File: config.mk
export PLATFORM = sky130hd
export DESIGN_NAME = branch_predictor_bht
export DESIGN_NICKNAME = d
export VERILOG_FILES = /design/src/rtl/branch_predictor_bht.sv
export SDC_FILE = /design/constraint.sdc
export NUM_CORES = 2
export LEC_CHECK = 0
export BUFFER_PORTS_ARGS = -buffer_cell sky130_fd_sc_hd__buf_2
export CAP_MARGIN = 25
export CORE_MARGIN = 3
export CORE_UTILIZATION = 40
export DETAILED_ROUTE_END_ITERATION = 6
export SETUP_SLACK_MARGIN = 0.05
export SYNTH_ARGS = -nofsm -noshare
export SYNTH_HDL_FRONTEND = slang
export SYNTH_SLANG_ARGS = --single-unit
File: constraint.sdc
create_clock -name clock -period 4.25 [get_ports clock]
set_clock_uncertainty 0.15 [all_clocks]
set_input_delay 0 -clock clock [delete_from_list [all_inputs] [get_ports clock]]
set_output_delay 0 -clock clock [all_outputs]
set_load 0.02 [all_outputs]
File: src/rtl/branch_predictor_bht.sv
// Dynamic branch predictor: tagged BTB plus a PHT of 2-bit saturating
// counters, indexed either bimodally or gshare-style with a global history
// register. Lookup is combinational from registered state; training from
// Execute commits at the rising edge with no same-cycle bypass.
module branch_predictor_bht #(
   parameter int unsigned ENTRIES      = 64,
   parameter int unsigned TAG_BITS     = 8,
   parameter int unsigned HISTORY_BITS = 0
) (
   input  logic                                        clock,
   input  logic                                        reset,
   input  logic                                        lookupValid,
   input  logic [31:0]                                 lookupPC,
   output logic                                        branchPredictValid,
   output logic [31:0]                                 branchPredictData,
   output logic [((HISTORY_BITS > 0) ? HISTORY_BITS : 1)-1:0] predictHistory,
   input  logic                                        updateValid,
   input  logic [31:0]                                 updatePC,
   input  logic                                        updateConditional,
   input  logic                                        updateTaken,
   input  logic [31:0]                                 updateTarget,
   input  logic [((HISTORY_BITS > 0) ? HISTORY_BITS : 1)-1:0] updateHistory,
   input  logic                                        updateMispredict,
   output logic [31:0]                                 predictCount,
   output logic [31:0]                                 mispredictCount
);

   localparam int unsigned IDX = $clog2(ENTRIES);
   localparam int unsigned HW  = (HISTORY_BITS > 0) ? HISTORY_BITS : 1;

   // Table storage
   logic                btbValid  [ENTRIES];
   logic [TAG_BITS-1:0] btbTag    [ENTRIES];
   logic [29:0]         btbTarget [ENTRIES];
   logic                btbUncond [ENTRIES];
   logic [1:0]          pht       [ENTRIES];
   logic [HW-1:0]       ghr;

   // Derived indices and tags
   logic [IDX-1:0]      lookIdx;
   logic [IDX-1:0]      updIdx;
   logic [IDX-1:0]      lookPhtIdx;
   logic [IDX-1:0]      updPhtIdx;
   logic [TAG_BITS-1:0] lookTag;
   logic [TAG_BITS-1:0] updTag;
   logic [1:0]          phtNext;
   logic                lookHit;
   logic                unusedBits;

   // Slice BTB index and tag fields out of both PCs
   always_comb begin
      lookIdx = lookupPC[2+IDX-1:2];
      updIdx  = updatePC[2+IDX-1:2];
      lookTag = lookupPC[2+IDX+TAG_BITS-1:2+IDX];
      updTag  = updatePC[2+IDX+TAG_BITS-1:2+IDX];
   end

   // Bits that play no part in indexing, tagging or target storage
   always_comb begin
      unusedBits = ^{lookupPC, updatePC, updateTarget[1:0], updateHistory};
   end

   generate
      if (HISTORY_BITS == 0) begin : gBimodal
         // Bimodal: PHT shares the BTB index; no global history kept
         always_comb begin
            lookPhtIdx = lookIdx;
            updPhtIdx  = updIdx;
            ghr        = '0;
         end
      end else begin : gGshare
         // Gshare: fold zero-extended history into the PC index
         always_comb begin
            lookPhtIdx = lookIdx ^ IDX'(ghr);
            updPhtIdx  = updIdx ^ IDX'(updateHistory);
         end

         // Shift resolved conditional outcomes into the global history
         always_ff @(posedge clock) begin
            if (reset) begin
               ghr <= '0;
            end else if (updateValid && updateConditional) begin
               // Truncating cast drops the oldest bit; also covers a 1-bit history
               ghr <= HW'({ghr, updateTaken});
            end
         end
      end
   endgenerate

   // Saturating next value for the PHT counter being trained
   always_comb begin
      phtNext = pht[updPhtIdx];
      if (updateTaken) begin
         if (phtNext != 2'b11) begin
            phtNext = phtNext + 2'b01;
         end
      end else if (phtNext != 2'b00) begin
         phtNext = phtNext - 2'b01;
      end
   end

   // Same-cycle prediction from registered table contents
   always_comb begin
      lookHit            = lookupValid & btbValid[lookIdx] & (btbTag[lookIdx] == lookTag);
      branchPredictValid = ~reset & lookHit & (btbUncond[lookIdx] | pht[lookPhtIdx][1]);
      branchPredictData  = branchPredictValid ? {btbTarget[lookIdx], 2'b00} : '0;
      predictHistory     = ghr;
   end

   // Train BTB and PHT from resolved branches; reset invalidates everything
   always_ff @(posedge clock) begin
      if (reset) begin
         for (int unsigned i = 0; i < ENTRIES; i++) begin
            btbValid[IDX'(i)] <= 1'b0;
            pht[IDX'(i)]      <= 2'b01;
         end
      end else if (updateValid) begin
         if (updateTaken) begin
            btbValid[updIdx]  <= 1'b1;
            btbTag[updIdx]    <= updTag;
            btbTarget[updIdx] <= updateTarget[31:2];
            btbUncond[updIdx] <= ~updateConditional;
         end
         if (updateConditional) begin
            pht[updPhtIdx] <= phtNext;
         end
      end
   end

   // Prediction and misprediction statistics, wrapping modulo 2^32
   always_ff @(posedge clock) begin
      if (reset) begin
         predictCount    <= '0;
         mispredictCount <= '0;
      end else if (updateValid) begin
         predictCount <= predictCount + 32'd1;
         if (updateMispredict) begin
            mispredictCount <= mispredictCount + 32'd1;
         end
      end
   end

endmodule

==> impl_metrics.env <==
export IMPL_setup_viol=2
export IMPL_end_kind="output pin"
export IMPL_nFillCells=21700
export IMPL_rsz0062_at_grt="true"
export IMPL_drtIter0Drc=8062
export IMPL_start_kind="flop"
export IMPL_violations="setup timing"
export IMPL_hold_depth=3
export IMPL_p_int_mw=45.2
export IMPL_ys_warn_count=0
export IMPL_crit_fanout=6
export IMPL_clk_pin_slew_ns=0.06
export IMPL_dpl_cell_area_sq_um=114000
export IMPL_finalCritPeriodShare_pct=101
export IMPL_worstRegToRegCells=9
export IMPL_cts_tree="done"
export IMPL_final_nets=5616
export IMPL_route_antenna_remaining_nets=0
export IMPL_grt_pass1_vias=55400
export IMPL_grt_max_degree=94
export IMPL_clk_latency_ns=0.83
export IMPL_grt_ovfl_total=0
export IMPL_swShare_pct=21.1
export IMPL_die_w_microns=524
export IMPL_max_cap_violations=0
export IMPL_finalSetupTns_ns=-0.0785
export IMPL_gp_congestion=0.856
export IMPL_syn_inst=5045
export IMPL_dr_total_vias=56900
export IMPL_route_detailed_drc=0
export IMPL_final_common_cell="edfxtp_1"
export IMPL_layout_drive_gt1_share_pct=29.4
export IMPL_start_util_pct=40.3
export IMPL_mostFrequentLayoutCells="edfxtp_1 (2624), mux4_2 (719), clkbuf_16 (298)"
export IMPL_async_flop_share_pct=0
export IMPL_relSlewSlack_pct=25.3
export IMPL_synth_edf_count=2624
export IMPL_die_area_sq_um=275000
export IMPL_via_per_inst=6.13
export IMPL_yosys_area_top_type="edfxtp_1"
export IMPL_routed_wl_mm=321
export IMPL_first_pass_iters=5
export IMPL_outcome="complete, but fails checks"
export IMPL_fmaxAchievable_ghz=0.233
export IMPL_comb_power_share_pct=4.9
export IMPL_cts_buffer_depth=4
export IMPL_leakage_nw=39.6
export IMPL_ir_drop_v=0.000328
export IMPL_track_usage_pct=23.2
export IMPL_syn_area_sq_um=107000
export IMPL_cts_max_level=5
export IMPL_grt_pass1_wl_mm=445
export IMPL_hold_violations=0
export IMPL_synth_ff_latch_count=2752
export IMPL_antenna_found_initial=20
export IMPL_row_count=189
export IMPL_p_seq_share_pct=52.0
export IMPL_dp_hpwl_mm=171
export IMPL_numPortBuffers=159
export IMPL_yosysSeqAreaShare_pct=75.8
export IMPL_synth_top_cell_area_share_pct=73.4
export IMPL_hp_class="input pin to flop"
export IMPL_clock_power_share_pct=43.1
export IMPL_io_pins=202
export IMPL_wl_per_cell_microns=34.6
export IMPL_power_switching_mw=12.1
export IMPL_clock_root_buffer="clkbuf_16"
export IMPL_synth_ff_type="edfxtp_1"
export IMPL_tightest_slew_ns=1.12
export IMPL_design_area_sq_um=125000
export IMPL_layout_setup_ws_ns=-0.0419
export IMPL_slew_viol_final=0
export IMPL_synthTopCellsByArea="edfxtp_1 (73%), mux4_2 (15%), dfxtp_1 (2.4%)"
export IMPL_critPathArrivalTime_ns=4.14
export IMPL_fin_total_pwr_mw=57.3
export IMPL_fin_crit_ns=4.29
export IMPL_cts_sinks=2752
export IMPL_fin_hold_ws_ns=0.0379
export IMPL_die_height_microns=524
export IMPL_numCtsBuffers=288
export IMPL_power_density_nw_per_um2=460
export IMPL_area_delta_synth_final_pct=16.3
export IMPL_worstPathRequired_ns=4.10
export IMPL_synth_avg_cell_area_sq_um=21.3
export IMPL_path_class="flop to output pin"
export IMPL_core_sq_um=266000
export IMPL_post_place_ws_ns=0.0713
export IMPL_synth_distinct_cells=74
==> synthesized netlist by cell type (all sizes together), types with 65 or more instances <==
cell type and count:
a22oi 67, nor3 98, buf 209, o21ai 81, mux4 719, a21o 65
mux2i 104, nand2 91, dfxtp 128, edfxtp 2624, nor2 197, clkbuf 106
nand3 78
==> power groups by stage <==
stage	registers, mW	logic [mW]	clock network (mW)
global placement	30.4	2.64	0
detailed placement	30.4	2.68	0
finish	29.8	2.83	24.7
CTS	29.8	2.79	25.1
floorplan	30.4	1.62	0
global route	29.8	2.99	26.2
==> path summary, 6_finish.rpt <==
path                 from                    to  slack [ns]
max          btbTag[6][7]  branchPredictData[5]       -0.04
max reg2reg    pht[55][1]            pht[27][0]        0.76
min          updatePC[15]         btbTag[63][7]        0.04
min reg2reg  btbValid[47]          btbValid[47]        0.30
==> final cells by class <==
type	instances	area [sq um]	area share (%)
Timing Repair Buffer	488	4620	3.70
Tap cell	3533	4420	3.54
Clock inverter	156	1450	1.16
Antenna cell	7	17.5	0.0140
Inverter	15	60.1	0.0481
Multi-Input combinational cell	1965	25200	20.2
Clock buffer	358	7680	6.16
Sequential cell	2752	81400	65.2
==> state kept, by name, indices dropped and copies added, names as in the netlist <==
name             count
mispredictCount     32
btbTarget         1920
pht                128
btbTag             512
btbUncond           64
predictCount        32
btbValid            64
==> layer usage <==
metal	vias up	global-route usage, %	share of wire [%]
li1	22200	-	-
met1	31000	32.9	39
met2	3177	36.4	47
met3	569	4.33	9.7
met4	8	7.60	3.7
met5	-	0	0.016
==> critical path: stages, from the launching register on <==
cell,delay [ns]
edfxtp_1,0.39
mux4_2,0.48
a22oi_2,0.16
o41a_1,0.20
o211ai_1,0.15
or4_4,0.55
a22oi_4,0.25
nand4_4,0.15
clkbuf_16,0.21
buf_4,0.21
nor4b_4,0.31
buf_4,0.19
==> what timing repair did <==
| item | in CTS | in global routing |
|---|---|---|
| gates resized for setup | 67 | 15 |
| cloned | 2 | 0 |
| endpoints found under the hold margin | 2822 | 25 |
| pin swaps | 8 | 18 |
| hold buffers | 58 | 8 |
| buffers inserted | 7 | 1 |
| setup endpoints to repair | 31 | 32 |
==> stage by stage <==
step | cells | utilization, %
CTS | 9246 | 46.7
detailed placement | 8665 | 42.9
finish | 9274 | 46.9
global placement | 8663 | 42.9
floorplan | 5047 | -
global route | 9271 | 46.9
==> kinds of logic after synthesis <==
group | Yosys count | share of synthesized area [%]
flip-flops | 2752 | 75.8
multiplexers | 854 | 16.4
AND/OR/NAND/NOR | 655 | 3.26
AO/OA/AOI/OAI | 385 | 2.46
buffers and inverters | 330 | 1.51
XOR/XNOR | 64 | 0.522
adder cells (fa/ha/maj) | 4 | 0.0420
other | 1 | 0.00349
Power figures use the tool's default switching activity.
